**src/rtl/ifetch_pkg.sv**
```systemverilog
// Shared pipeline definitions for the instruction-fetch stage: FSM encoding,
// default fetch addresses and the word-address increment.
package ifetch_pkg;

    typedef enum logic [1:0] {
        ST_RST   = 2'd0,
        ST_REQ   = 2'd1,
        ST_WAIT  = 2'd2,
        ST_DRAIN = 2'd3
    } fetch_state_t;

    localparam logic [29:0] DEF_RESET_PC   = 30'h0000_0000;
    localparam logic [29:0] DEF_EXC_VECTOR = 30'h0000_0060;

    // Word addresses wrap at the top of the 30-bit space.
    function automatic logic [29:0] pc_inc(input logic [29:0] pc);
        return pc + 30'd1;
    endfunction

endpackage

```
**src/rtl/ifetch_unit_npc.sv**
```systemverilog
// Next-PC priority mux for instruction fetch: exception/eret first,
// then branch redirect, otherwise the sequential successor.
module ifetch_npc
    import ifetch_pkg::*;
#(
    parameter logic [29:0] EXC_VECTOR = DEF_EXC_VECTOR
) (
    input  logic [29:0] fetch_pc,
    input  logic        redirect_valid,
    input  logic [29:0] redirect_target,
    input  logic        exc_valid,
    input  logic [29:0] exc_target,
    input  logic        exc_is_eret,
    output logic        take,
    output logic [29:0] next_pc
);

    always_comb begin
        take    = exc_valid | redirect_valid;
        next_pc = pc_inc(fetch_pc);
        if (exc_valid) begin
            next_pc = exc_is_eret ? exc_target : EXC_VECTOR;
        end else if (redirect_valid) begin
            next_pc = redirect_target;
        end
    end

endmodule

```
**src/rtl/ifetch_unit.sv**
```systemverilog
// Instruction-fetch stage: single-outstanding memory request FSM feeding a
// one-entry buffer that drives the IF/ID register.
module ifetch_unit
    import ifetch_pkg::*;
#(
    parameter logic [29:0] RESET_PC   = DEF_RESET_PC,
    parameter logic [29:0] EXC_VECTOR = DEF_EXC_VECTOR
) (
    input  logic        clk,
    input  logic        rst,
    input  logic        hazard,
    input  logic        BranchBubble,
    input  logic        redirect_valid,
    input  logic [29:0] redirect_target,
    input  logic        exc_valid,
    input  logic [29:0] exc_target,
    input  logic        exc_is_eret,
    output logic        imem_req,
    output logic [29:0] imem_addr,
    input  logic        imem_ack,
    input  logic [31:0] imem_rdata,
    output logic [31:0] if_ins,
    output logic [29:0] pc_plus_4,
    output logic        flush
);

    fetch_state_t state, state_nxt;
    logic [29:0]  fetch_pc, fetch_pc_nxt;
    logic         buf_valid, buf_valid_nxt;
    logic [31:0]  buf_ins, buf_ins_nxt;
    logic [29:0]  buf_pc4, buf_pc4_nxt;

    logic         stall;
    logic         take;
    logic [29:0]  next_pc;

    assign stall     = hazard | BranchBubble;
    assign imem_addr = fetch_pc;
    assign if_ins    = buf_ins;
    assign pc_plus_4 = buf_pc4;
    assign flush     = ~buf_valid | redirect_valid | exc_valid;

    ifetch_npc #(
        .EXC_VECTOR (EXC_VECTOR)
    ) u_npc (
        .fetch_pc        (fetch_pc),
        .redirect_valid  (redirect_valid),
        .redirect_target (redirect_target),
        .exc_valid       (exc_valid),
        .exc_target      (exc_target),
        .exc_is_eret     (exc_is_eret),
        .take            (take),
        .next_pc         (next_pc)
    );

    always_ff @(posedge clk) begin
        if (rst) begin
            state     <= ST_RST;
            fetch_pc  <= RESET_PC;
            buf_valid <= 1'b0;
            buf_ins   <= 32'd0;
            buf_pc4   <= 30'd0;
        end else begin
            state     <= state_nxt;
            fetch_pc  <= fetch_pc_nxt;
            buf_valid <= buf_valid_nxt;
            buf_ins   <= buf_ins_nxt;
            buf_pc4   <= buf_pc4_nxt;
        end
    end

    // The buffer is consumed whenever it is valid and the decoder is not
    // stalled; a request may only go out once the slot is free that cycle.
    always_comb begin
        state_nxt     = state;
        fetch_pc_nxt  = fetch_pc;
        buf_valid_nxt = buf_valid & stall;
        buf_ins_nxt   = buf_ins;
        buf_pc4_nxt   = buf_pc4;
        imem_req      = 1'b0;

        case (state)
            ST_RST: begin
                if (take) begin
                    fetch_pc_nxt = next_pc;
                end
                state_nxt = ST_REQ;
            end
            ST_REQ: begin
                if (take) begin
                    fetch_pc_nxt = next_pc;
                end else if (~buf_valid | ~stall) begin
                    imem_req  = 1'b1;
                    state_nxt = ST_WAIT;
                end
            end
            ST_WAIT: begin
                if (take) begin
                    fetch_pc_nxt = next_pc;
                    state_nxt    = imem_ack ? ST_REQ : ST_DRAIN;
                end else if (imem_ack) begin
                    buf_valid_nxt = 1'b1;
                    buf_ins_nxt   = imem_rdata;
                    buf_pc4_nxt   = next_pc;
                    fetch_pc_nxt  = next_pc;
                    state_nxt     = ST_REQ;
                end
            end
            ST_DRAIN: begin
                // The response still in flight belongs to the old path.
                if (take) begin
                    fetch_pc_nxt = next_pc;
                end
                if (imem_ack) begin
                    state_nxt = ST_REQ;
                end
            end
            default: begin
                state_nxt = ST_RST;
            end
        endcase

        if (take) begin
            buf_valid_nxt = 1'b0;
        end
    end

endmodule

```
**config.mk**
```make
export PLATFORM = sky130hd
export DESIGN_NAME = ifetch_unit
export DESIGN_NICKNAME = d
export VERILOG_FILES = /design/src/rtl/ifetch_pkg.sv /design/src/rtl/ifetch_unit_npc.sv /design/src/rtl/ifetch_unit.sv
export SDC_FILE = /design/constraint.sdc
export NUM_CORES = 1
export LEC_CHECK = 0
export BUFFER_PORTS_ARGS = -buffer_cell sky130_fd_sc_hd__buf_2
export CAP_MARGIN = 5
export CORE_ASPECT_RATIO = 0.7
export CORE_UTILIZATION = 50
export CTS_BUF_LIST = sky130_fd_sc_hd__clkbuf_4 sky130_fd_sc_hd__clkbuf_8
export CTS_CLUSTER_DIAMETER = 120
export DETAILED_ROUTE_END_ITERATION = 6
export GPL_TIMING_DRIVEN = 0
export PLACE_DENSITY = 0.86
export REMOVE_ABC_BUFFERS = 1
export SYNTH_ARGS = -nofsm -noshare
export SYNTH_HDL_FRONTEND = slang
export SYNTH_SLANG_ARGS = --single-unit
```
**constraint.sdc**
```tcl
create_clock -name clk -period 2.45 [get_ports clk]
set_clock_uncertainty 0.15 [all_clocks]
set_input_delay 0.49 -clock clk [delete_from_list [all_inputs] [get_ports clk]]
set_output_delay 0.49 -clock clk [all_outputs]
set_load 0.03 [all_outputs]
```
After elaboration in Yosys (flattened, before gate mapping):

Index checks and enable logic that the tools add are counted.

* input bits: 100
* flip-flop bits (word level): 95
* logic and storage cells: 46

* add/sub/neg operators: 1
* bitwise gates (word level): 9
* multiplexer cells: 18
* equal/unequal tests: 7
* reduce and logical (&&, ||, !) cells: 6

Operators with widths (number)
* 2-to-1 mux 30 bit: 6
* one-hot mux 30 bit (2 select lines): 1
* adder 30 x 1 -> 30 bit, second input constant: 1
* 2-to-1 mux 2 bit: 5
* one-hot mux 2 bit (4 select lines): 1
* 2-to-1 mux 1 bit: 5
* bitwise OR 1 bit: 5
* == test 2 bit, second input constant: 2
* != test 2 bit, second input constant: 2
* AND reduction 2 bit: 2
* != test 3 bit, second input constant: 1
* NOT 1 bit: 3
* AND reduction 3 bit: 1
* OR reduction 3 bit: 1
* == test 2 x 1 -> 1 bit, second input constant: 1
* zero test 2 bit: 1
* != test 2 x 1 -> 1 bit, second input constant: 1
* OR reduction 2 bit: 1
* AND 1 bit: 1

Longest topological paths before layout:

* depth in word-level cells: 6
* mapped depth: 8
* depth with buffers taken out: 6

Modules after synthesis:

From an unflattened synthesis, not the netlist that was laid out.

* cell total of the unflattened synthesis: 620
* area, all modules: 4943.5 sq um

By module, submodules not included
* ifetch_unit: area an instance 3656.0 sq um, cells an instance 417, instances 1, seq. area each 1901.8 sq um
* ifetch_npc: area an instance 1287.5 sq um, cells an instance 203, instances 1, seq. area each 0.0 sq um

Least setup slack after synthesis:

No wires, ideal clock.

* kind: input -> output
* start: input port redirect_valid
* end: output port imem_req
* path buffers: 3
* required time: 1.810 ns
* stages: 6
* slack: 0.248 ns
* arrival time: 1.562 ns
* cell sequence: buf_2 -> nor2_1 -> clkbuf_1 -> clkbuf_8 -> nand3_1 -> inv_1

* cells in the longest elaborated chain, start to end: 3

Ends and longest elaborated chain
* start: declaration: RTL line ifetch_unit.sv:13 `input logic redirect_valid,`
* bitwise OR 1 bit: RTL line ifetch_unit_npc.sv:19 `take = exc_valid | redirect_valid;`
* 2-to-1 mux 1 bit: RTL line ifetch_unit.sv:90 `if (take) begin`
* 2-to-1 mux 1 bit: RTL line ifetch_unit.sv:82 `case (state)`
* end: declaration: RTL line ifetch_unit.sv:18 `output logic imem_req,`

Every way passes these cells.

Worst setup path after layout:

* start: input port exc_valid
* end: output port imem_req

* cells in the longest elaborated chain, start to end: 3

Ends and longest elaborated chain
* start: declaration: RTL line ifetch_unit.sv:15 `input logic exc_valid,`
* bitwise OR 1 bit: RTL line ifetch_unit_npc.sv:19
* 2-to-1 mux 1 bit: RTL line ifetch_unit.sv:90
* 2-to-1 mux 1 bit: RTL line ifetch_unit.sv:82

Every way passes these cells.

==> flow_summary.rst <==
.. list-table::
   :header-rows: 1

   * - Metric
     - Value
   * - Result of the run
     - finished, final reports clean
   * - Boundary pin count
     - between 150 and 200
   * - Final max-slew violation count
     - 0
   * - Overall die width
     - between 100 and 150 um
   * - Internal power component
     - 2.36 mW
   * - Clock tree sinks
     - 95
   * - Total of max-cap violations
     - 0
   * - Final weighted congestion in routability-driven placement
     - roughly 0.85
   * - Relative slew margins
     - between 30% and 40%
   * - Post-synth cell types
     - between 50 and 60
   * - Initial core utilization
     - between 50% and 60%
   * - FMAX
     - about 430 MHz
   * - Category of the critical setup timing path
     - input port to primary output
   * - Setup Slack @ Placement
     - -950 ps
   * - Overall die height
     - between 80 and 90 um
   * - Proportion of layout cells with a drive suffix above 1
     - 33.2%
   * - Finished Cell Area
     - approximately 6000 sq um
   * - Antenna-violating nets left
     - 0
   * - Layout fillers
     - around 780
   * - Cells after synthesis
     - around 600
   * - Skew-Pair Late Insertion Delay
     - around 370 ps
   * - Class of the tightest hold or removal check
     - input port to register
   * - Setup repair after global routing missed its margin
     - no
   * - Flip-flop and latch count after synthesis
     - 95
   * - Area added between synthesis and finish
     - 24.4%
   * - Startpoint kind of the worst setup timing path
     - input port
   * - Most common cell in the synthesized netlist
     - sky130_fd_sc_hd__dfxtp_1
   * - Setup repair bufs after CTS
     - 0
   * - Min cycle time layout
     - about 2300 ps
   * - Standard-cell rows
     - 29
   * - Switching part of the total
     - 27.3%
   * - Number of clock buffers inserted by TritonCTS
     - 9
   * - Number of enable flip-flop cells after synthesis
     - 0
   * - Setup_tns
     - 0 ps
   * - Multi-input combinational cell area
     - between 2000 and 3000 sq um
   * - Final Core Density
     - roughly 65%
   * - Leftover overflow at the end of global routing
     - 0
   * - Launch point of the worst path
     - exc_valid
   * - Number of violations reported at the end of detailed-routing iteration 0
     - roughly 470
   * - Seq/Total Area, Yosys
     - approximately two fifths
   * - Vias
     - approximately 5000
   * - Combinational power share
     - a little over an eighth
   * - Hold Vio Cnt, Final
     - 0
   * - Area after detailed placement
     - ~5700 sq um
   * - Power per cell area
     - ~540 nW/um^2
   * - Share of synthesized flip-flops with an asynchronous set or reset
     - 0%
   * - Register area
     - 1900 sq um
   * - Post-DP HPWL
     - about 10000 um
   * - Max IR drop VDD
     - ~0.00045 V
   * - Min setup slack post-route
     - 104 ps
   * - Total Wirelength
     - about 15000 um
   * - Vias in the first global route
     - 4820
   * - Leakage power of the design
     - around 2.5 nW
   * - Setup violations, final
     - 0
   * - Launch instance of the worst min-delay path
     - imem_rdata[21]
   * - Arrival @ worst endpoint
     - approximately 1700 ps
   * - Top cells by area, synth
     - sky130_fd_sc_hd__dfxtp_1 (40%), sky130_fd_sc_hd__nand2_1 (7.3%), sky130_fd_sc_hd__a21oi_1 (6.0%), sky130_fd_sc_hd__a211oi_1 (5.8%), sky130_fd_sc_hd__nor2_1 (4.6%)
   * - Area of the core
     - roughly 9000 sq um
   * - Pin slew with the least headroom to its limit
     - ~1000 ps
   * - Per-cell via count in the routed design
     - between 5 and 6
   * - Category of the worst setup path capture point
     - primary output
   * - Number of nets in the final layout
     - roughly 840
   * - Reg2Reg Launch Point
     - state[0]
   * - Avg Synthesized Cell Area
     - slightly above 8 sq um
   * - CTS H-Tree Depth
     - 3
   * - Area leader, netlist
     - sky130_fd_sc_hd__dfxtp_1
   * - Die Footprint
     - approximately 10000 sq um
   * - Yosys top cell area share
     - between 30% and 40%
   * - Global-route wire length before repair
     - 23300 um
   * - First-pass iteration count of the detailed router
     - 5
   * - Total of warnings raised by yosys
     - 0
   * - DRC violations left
     - 0
   * - Crit Path Max Fanout
     - 21
   * - GRT Total Usage
     - between 20% and 30%
   * - Antenna violations before repair
     - 0
   * - Port buffer count
     - ~190
   * - Routed wire per std cell
     - 16.6 um
   * - Clock Power Share
     - a little over a third
   * - Clock root buffer
     - sky130_fd_sc_hd__clkbuf_8
   * - Largest net degree at the start of global routing
     - 96
   * - Clock transition at path regs
     - 90 ps
   * - Number of buffers between clock root and the deepest sink
     - 2
   * - Cell types with the highest counts after synthesis
     - sky130_fd_sc_hd__dfxtp_1 (95), sky130_fd_sc_hd__nand2_1 (94), sky130_fd_sc_hd__nor2_1 (59)
   * - Share of the cycle needed by the critical path after routing
     - a little over nine tenths
   * - Most frequently used flop master after synthesis
     - sky130_fd_sc_hd__dfxtp_1
   * - Ant. Diodes
     - 0
   * - Power spent charging and discharging nets
     - 885 uW
   * - Post-synthesis instance area
     - slightly below 5000 sq um
   * - Required time at the worst-slack endpoint
     - roughly 1800 ps
   * - Fraction of power consumed by sequential logic
     - 50.7%
   * - Clock tree from TritonCTS
     - done
[final cells by class]
type / instances / area share [%]
Clock buffer: 11 / 2.43
Clock inverter: 5 / 1.36
Inverter: 9 / 0.566
Multi-Input combinational cell: 432 / 44.1
Sequential cell: 95 / 31.8
Tap cell: 124 / 2.60
Timing Repair Buffer: 196 / 17.1
[per-stage QoR]
stage | total power, mW | hold slack [ps] | std cells
global placement | 2.07 | 288 | 853
finish | 3.24 | 200 | 872
detailed placement | 2.09 | 294 | 856
global route | 3.36 | 180 | 872
floorplan | 1.89 | 341 | 536
CTS | 3.25 | 189 | 872
[power by group through the flow]
stage,combinational (mW),sequential (mW),clock [mW]
6_report,0.425,1.64,1.17
5_1_grt,0.460,1.65,1.25
4_1_cts,0.421,1.64,1.19
3_5_place_dp,0.416,1.68,0
3_3_place_gp,0.401,1.67,0
2_1_floorplan,0.159,1.73,0
[routing by layer]
metal | global-route usage (%) | vias to the layer above | part of all wire (%)
met5 | 0 | - | 0
met4 | 10.0 | 0 | 1.5
met3 | 7.10 | 19 | 8.4
met2 | 48.9 | 240 | 49
met1 | 37.3 | 2340 | 42
li1 | - | 2408 | -
[logic make-up (layout without fill, tap and decap cells)]
group           Yosys count  in the layout  synth area share (%)
xor+xnor                 29             29                  5.29
simple gates            236            236                  24.9
fa+ha+maj                 1              1                 0.261
mux                       3              3                 0.625
compound gates          163            163                  23.0
flops                    95             95                  39.6
buf+inv                  58            221                  6.25
[cell usage in the layout, fill, tap and decap left out, types with 3 or more instances in the layout]
| master | synthesis | final |
|---|---|---|
| sky130_fd_sc_hd__a211oi_1 | 37 | 37 |
| sky130_fd_sc_hd__xnor2_1 | 9 | 9 |
| sky130_fd_sc_hd__mux2i_1 | 3 | 3 |
| sky130_fd_sc_hd__a21o_1 | 5 | 5 |
| sky130_fd_sc_hd__dfxtp_1 | 95 | 95 |
| sky130_fd_sc_hd__o31ai_1 | 7 | 7 |
| sky130_fd_sc_hd__clkbuf_8 | 3 | 10 |
| sky130_fd_sc_hd__nand3_1 | 17 | 17 |
| sky130_fd_sc_hd__nand3_2 | 3 | 3 |
| sky130_fd_sc_hd__o21ai_0 | 11 | 11 |
| sky130_fd_sc_hd__nand2b_1 | 3 | 3 |
| sky130_fd_sc_hd__a21oi_1 | 58 | 58 |
| sky130_fd_sc_hd__a221oi_1 | 5 | 5 |
| sky130_fd_sc_hd__nor3_1 | 6 | 5 |
| sky130_fd_sc_hd__and4_1 | 3 | 3 |
| sky130_fd_sc_hd__nor2_4 | 2 | 4 |
| sky130_fd_sc_hd__a22o_1 | 3 | 3 |
| sky130_fd_sc_hd__and2_1 | 4 | 3 |
| sky130_fd_sc_hd__o221a_2 | 3 | 3 |
| sky130_fd_sc_hd__buf_2 | 17 | 192 |
| sky130_fd_sc_hd__xor2_1 | 20 | 20 |
| sky130_fd_sc_hd__a22oi_1 | 13 | 13 |
| sky130_fd_sc_hd__nor2b_1 | 3 | 3 |
| sky130_fd_sc_hd__nand4_1 | 17 | 17 |
| sky130_fd_sc_hd__a211oi_2 | 4 | 4 |
| sky130_fd_sc_hd__nor4_1 | 4 | 4 |
| sky130_fd_sc_hd__nand2_1 | 94 | 92 |
| sky130_fd_sc_hd__inv_1 | 9 | 9 |
| sky130_fd_sc_hd__nor2_1 | 59 | 58 |
| sky130_fd_sc_hd__nand4_4 | 4 | 4 |
[sequential cells by signal (all words and copies together) (netlist names)]
register	count
if_ins	32
imem_addr	30
pc_plus_4	30
state	2
buf_valid	1
[critical path, cell delays in order]
cell and delay, ps:
sky130_fd_sc_hd__buf_2 210, sky130_fd_sc_hd__nor2_4 510, sky130_fd_sc_hd__nand3_1 200, sky130_fd_sc_hd__inv_1 100, sky130_fd_sc_hd__buf_2 190
[worst paths after layout]
kind                         to  slack [ps]  depth (start not counted)
setup / recovery       imem_req         100                          5
hold / removal       if_ins[21]         200                          3
setup reg to reg  imem_addr[23]         170                          4
hold reg to reg      if_ins[21]         310                          2
[timing repair]
item,in CTS,in global routing
hold endpoints to repair,0,0
hold buffers,0,0
gates resized for setup,5,3
setup endpoints to repair,54,9
No activity file was read; power rests on OpenSTA's default activity.
